$ cat src/rtl/regfile_wb_arbiter.sv
// Write-port arbiter for the 32x32 register file: merges core writeback with
// queued long-latency results and tracks registers still owed by that unit.
module regfile_wb_arbiter #(
   parameter int DEPTH      = 2,
   parameter int STARVE_MAX = 4
) (
   input  logic                     clk,
   input  logic                     rst,
   input  logic                     core_we,
   input  logic [4:0]               core_waddr,
   input  logic [31:0]              core_wdata,
   input  logic                     core_ovf,
   input  logic                     lu_valid,
   output logic                     lu_ready,
   input  logic [4:0]               lu_waddr,
   input  logic [31:0]              lu_wdata,
   input  logic                     issue_valid,
   input  logic [4:0]               issue_waddr,
   input  logic [4:0]               raddr1,
   input  logic [4:0]               raddr2,
   output logic                     stall,
   output logic                     core_hold,
   output logic                     rf_we,
   output logic [4:0]               rf_waddr,
   output logic [31:0]              rf_wdata,
   output logic                     rf_is_overflow,
   output logic [31:0]              pending,
   output logic                     waw_error,
   output logic [$clog2(DEPTH):0]   fifo_count
);

   localparam int AW = $clog2(DEPTH);
   localparam int CW = AW + 1;
   localparam int SW = $clog2(STARVE_MAX + 1);

   logic [4:0]    addrMem_q [DEPTH];
   logic [31:0]   dataMem_q [DEPTH];
   logic [AW-1:0] rdPtr_q, rdPtr_d, wrPtr_q, wrPtr_d;
   logic [CW-1:0] count_q, count_d;
   logic          rfWe_q, rfWe_d;
   logic [4:0]    rfWaddr_q, rfWaddr_d;
   logic [31:0]   rfWdata_q, rfWdata_d;
   logic [31:0]   pending_q, pending_d;
   logic          waw_q, waw_d;
   logic          hold_q, hold_d;
   logic [SW-1:0] starve_q, starve_d;

   logic          coreValid, luXfer, luKeep, qEmpty;
   logic          doPop, doBypass, doPush;
   logic [4:0]    luWrAddr;

   always_comb begin
      coreValid = core_we & (core_waddr != 5'd0) & ~core_ovf;
      lu_ready  = (count_q != CW'(DEPTH));
      luXfer    = lu_valid & lu_ready;
      luKeep    = luXfer & (lu_waddr != 5'd0);
      qEmpty    = (count_q == '0);
      doPop     = ~coreValid & ~qEmpty;
      doBypass  = ~coreValid & qEmpty & luKeep;
      doPush    = luKeep & ~doBypass;
      luWrAddr  = doPop ? addrMem_q[rdPtr_q] : lu_waddr;
   end

   // Fixed priority onto the write port: core, then queue head, then bypass.
   always_comb begin
      rfWe_d    = 1'b0;
      rfWaddr_d = rfWaddr_q;
      rfWdata_d = rfWdata_q;
      if (coreValid) begin
         rfWe_d    = 1'b1;
         rfWaddr_d = core_waddr;
         rfWdata_d = core_wdata;
      end else if (doPop) begin
         rfWe_d    = 1'b1;
         rfWaddr_d = addrMem_q[rdPtr_q];
         rfWdata_d = dataMem_q[rdPtr_q];
      end else if (doBypass) begin
         rfWe_d    = 1'b1;
         rfWaddr_d = lu_waddr;
         rfWdata_d = lu_wdata;
      end
   end

   always_comb begin
      rdPtr_d = doPop  ? rdPtr_q + AW'(1) : rdPtr_q;
      wrPtr_d = doPush ? wrPtr_q + AW'(1) : wrPtr_q;
      count_d = count_q + CW'(doPush) - CW'(doPop);
   end

   // Clear is applied before set so an issue to the same register wins.
   always_comb begin
      pending_d = pending_q;
      if (doPop | doBypass) pending_d[luWrAddr] = 1'b0;
      if (issue_valid) pending_d[issue_waddr] = 1'b1;
      pending_d[0] = 1'b0;
      waw_d = waw_q | (coreValid & pending_q[core_waddr]);
   end

   // A non-empty queue that does not pop has necessarily lost to the core.
   always_comb begin
      starve_d = starve_q;
      hold_d   = 1'b0;
      if (qEmpty | doPop) begin
         starve_d = '0;
      end else if (starve_q == SW'(STARVE_MAX - 1)) begin
         starve_d = '0;
         hold_d   = 1'b1;
      end else begin
         starve_d = starve_q + SW'(1);
      end
   end

   always_ff @(posedge clk) begin
      if (doPush) begin
         addrMem_q[wrPtr_q] <= lu_waddr;
         dataMem_q[wrPtr_q] <= lu_wdata;
      end
   end

   always_ff @(posedge clk or posedge rst) begin
      if (rst) begin
         rdPtr_q   <= '0;
         wrPtr_q   <= '0;
         count_q   <= '0;
         rfWe_q    <= 1'b0;
         rfWaddr_q <= '0;
         rfWdata_q <= '0;
         pending_q <= '0;
         waw_q     <= 1'b0;
         hold_q    <= 1'b0;
         starve_q  <= '0;
      end else begin
         rdPtr_q   <= rdPtr_d;
         wrPtr_q   <= wrPtr_d;
         count_q   <= count_d;
         rfWe_q    <= rfWe_d;
         rfWaddr_q <= rfWaddr_d;
         rfWdata_q <= rfWdata_d;
         pending_q <= pending_d;
         waw_q     <= waw_d;
         hold_q    <= hold_d;
         starve_q  <= starve_d;
      end
   end

   assign rf_we          = rfWe_q;
   assign rf_waddr       = rfWaddr_q;
   assign rf_wdata       = rfWdata_q;
   assign rf_is_overflow = 1'b0;
   assign pending        = pending_q;
   assign waw_error      = waw_q;
   assign core_hold      = hold_q;
   assign fifo_count     = count_q;
   assign stall          = pending_q[raddr1] | pending_q[raddr2];

endmodule

$ cat config.mk
export PLATFORM = sky130hd
export DESIGN_NAME = regfile_wb_arbiter
export DESIGN_NICKNAME = d
export VERILOG_FILES = /design/src/rtl/regfile_wb_arbiter.sv
export SDC_FILE = /design/constraint.sdc
export NUM_CORES = 1
export LEC_CHECK = 0
export BUFFER_PORTS_ARGS = -buffer_cell sky130_fd_sc_hd__buf_2
export CAP_MARGIN = 20
export CELL_PAD_IN_SITES_DETAIL_PLACEMENT = 0
export CELL_PAD_IN_SITES_GLOBAL_PLACEMENT = 1
export CORE_MARGIN = 4
export CORE_UTILIZATION = 43
export CTS_CLUSTER_SIZE = 10
export DETAILED_ROUTE_END_ITERATION = 8
export PLACE_DENSITY_LB_ADDON = 0.1
export SYNTH_ARGS = -nofsm -noshare
export SYNTH_HDL_FRONTEND = slang
export SYNTH_SLANG_ARGS = --single-unit
$ cat constraint.sdc
create_clock -name clk -period 4 [get_ports clk]
set_input_delay 0.8 -clock clk [delete_from_list [all_inputs] [get_ports clk]]
set_output_delay 0.8 -clock clk [all_outputs]
set_load 0.01 [all_outputs]
==> impl_metrics.yaml <==
clock_network:
  cts_tree: "built"
  cts_buffer_depth: 2
  numCtsBuffers: 17
  ctsResizeCount: 0
  clkSinkCount: 152
  cts_hold_buf: 0
  insertion_delay_ns: 0.42
  cts_setup_buffers: 0
  h-tree-depth: 4
  clk_pin_slew_worst_paths_ns: 0.07
  root_buffer: "clkbuf_16"
yosys:
  syn_area_sq_um: 7680
  async_reset_ff_frac: 0.513
  yosys.cell_types.count: 71
  yosysWarnings: 0
  synth-edff-count: 74
  postSynthCellCount: 664
  seq_area_frac_synth: 0.543
  synth_area_per_cell_sq_um: 11.6
  ys_seq_elements: 152
  ys.flop_type: "dfrtp_1"
global_routing:
  grt_max_degree: 85
  grt.overflow.total: 0
  grt_pass1_vias: 6090
  grt_pass1_wl_um: 33700
  antenna_found_initial: 4
  globalRouteTotalUtil: 0.214
floorplan:
  io_pins: 172
  core_area_sq_um: 17400
  rows: 48
  die_width_um: 142
  initial_core_util: 0.441
  die_h_um: 142
  die_area_sq_um: 20100
route:
  dr_wl_met2_um: 10500
  ant_nets: 0
  wl_per_cell_um: 20.5
  wl_met3_um: 1350
  initialDrtViolationCount: 343
  wl_met1_um: 9100
  vias: 6018
  drc: 0
  wirelength_um: 21600
  via_per_inst: 5.70
  dr.pass1.iters: 4
  top_layer: "met5"
placed_design:
  gp_congestion: 0.929
  dpl.cell_count: 1023
  dpl_worst_slack_ns: 0.861
  io_buffer_count: 169
  hpwl_um: 15400
timing:
  grt_setup_unrepaired: "no"
  setup_viol: 0
  worst_slack_ns: 0.922
  slew_viol_final: 0
  worst_pin_slew_ns: 1.05
  max_freq_ghz: 0.325
  tns_ns: 0
  max_slew_margin: 0.298
  fin_crit_ns: 3.08
  hold_viol: 0
  clock_skew_ns: 0.00918
  finalCritPeriodShare: 0.769
  hold_slack_ns: 0.376
pwr:
  powerDensity_nw_per_um2: 749
  power.leakage_uw: 0.00383
  sequentialPowerShare: 0.397
  peakVddDrop_mv: 0.389
  p_sw_uw: 2650
  internal-power_uw: 4340
  p_clk_frac: 0.234
  power_frac_comb: 0.369
  switching_share: 0.379
cells_and_area:
  n_antenna_cell: 0
  multi_input_area_sq_um: 3210
  stdcell_count: 1056
  fin_util: 0.536
  layout.nets: 916
  layout-drive-gt1-share: 0.312
  fillers: 1587
  ff_latch_area_sq_um: 4180
  area_delta_synth_final_pct: 21.4
worst_setup_path:
  path_class: "in -> out"
  critPathLaunchType: "primary input"
  crit_required_ns: 3.20
  cpMaxStageDelayCell: "mux4_2"
  path_cells: "buf_2 > mux4_2 > mux2_2 > a31oi_1 > o2111ai_1 > buf_2"
  max_stage_delay_ns: 0.52
  critPathCaptureType: "primary output"
  crit_top_cell: "buf_2"
  crit_fanout: 8
  cp.arrival_ns: 2.28
outcome:
  status: "finished, final reports clean"
min_path:
  hp-class: "in -> async"
flow_run:
  drv_cap: 0
cells by family after synthesis:
kind of cell | after synthesis | synth area share
simple gates | 152 | 0.108
flops | 152 | 0.543
buf+inv | 73 | 0.0422
other cells | 1 | 0.000488
fa+ha+maj | 3 | 0.00489
mux | 65 | 0.115
xor+xnor | 4 | 0.00456
compound gates | 214 | 0.182
critical path: cells and delay by family:
kind / cells / cell delay, ns
AO/OA/AOI/OAI: 2 / 0.31
buffers and inverters: 2 / 0.36
multiplexers: 2 / 0.79
final timing paths:
check                      slack [ns]           from  cells past startpoint           end
max in group asynchronous        2.69            rst                      4  rf_wdata[26]
hold / removal                   0.38            rst                      2   pending[17]
min in group clk                 0.45    starve_q[0]                      1   starve_q[0]
setup / recovery                 0.92      raddr2[2]                      6         stall
hold reg to reg                  0.45    starve_q[0]                      1   starve_q[0]
setup reg to reg                 1.55  fifo_count[1]                      5    pending[7]
metrics by stage:
step	instance area (sq um)	power [uW]
finish	9330	6990
global route	9330	7390
CTS	9310	7050
detailed placement	8710	5390
global placement	8710	5330
floorplan	7690	4330
cells in the mapped netlist, types with 12 or more instances:
master	n	area, sq um
clkbuf_1	21	78.8
buf_2	12	60.1
a211oi_1	36	270
o21ai_1	46	230
nor2_1	45	169
nand2_1	43	161
inv_1	27	101
dfrtp_1	78	1950
edfxtp_1	74	2220
mux2i_1	41	410
mux4_2	18	405
o22ai_1	17	106
a22o_1	15	131
a21oi_1	57	285
per-layer routing:
layer  vias to the layer above  GRT usage
li1                       2850          -
met1                      2913      0.269
met2                       199      0.352
met3                        48     0.0580
met4                         8     0.0874
met5                         -          0
registers in the layout, indices dropped and copies added, names as in the netlist:
register / count
dataMem_q: 64
rf_wdata: 32
pending: 31
addrMem_q: 10
rf_waddr: 5
starve_q: 3
fifo_count: 2
core_hold: 1
rdPtr_q: 1
rf_we: 1
waw_error: 1
wrPtr_q: 1
layout by cell type, fill, tap and decap left out, types with 4 or more instances in the layout:
master      count
inv_1          26
mux2i_1        41
a31oi_1         4
nand3_1         6
o22ai_1        17
dfrtp_1        77
nor3_1          4
o21ai_0         6
mux4_2         18
a22o_1         15
a21oi_1        57
mux2_2          6
nand3b_1        6
buf_4           9
nand2_1        43
nor2_1         43
nor3b_1         5
a221o_1         4
o21ai_1        46
clkbuf_16      17
buf_2         169
clkinvlp_4      4
a211oi_1       36
edfxtp_1       74
nor4b_1         4
nand4_1         4
power groups by stage:
stage          Combinational (uW)  Clock (uW)  Sequential (uW)
5_1_grt                      2840        1730             2820
4_1_cts                      2610        1670             2770
3_5_place_dp                 2600           0             2790
3_3_place_gp                 2560           0             2770
2_1_floorplan                1620           0             2720
6_report                     2580        1640             2770
layout make-up:
type                       instances  share of cell area
tap                              225              0.0302
clock inverter                    13              0.0181
timing repair buffer             180               0.102
multi-input combinational        440               0.344
sequential                       152               0.448
inverter                          27              0.0110
clock buffer                      19              0.0464
(Power assumes the default switching activity.)
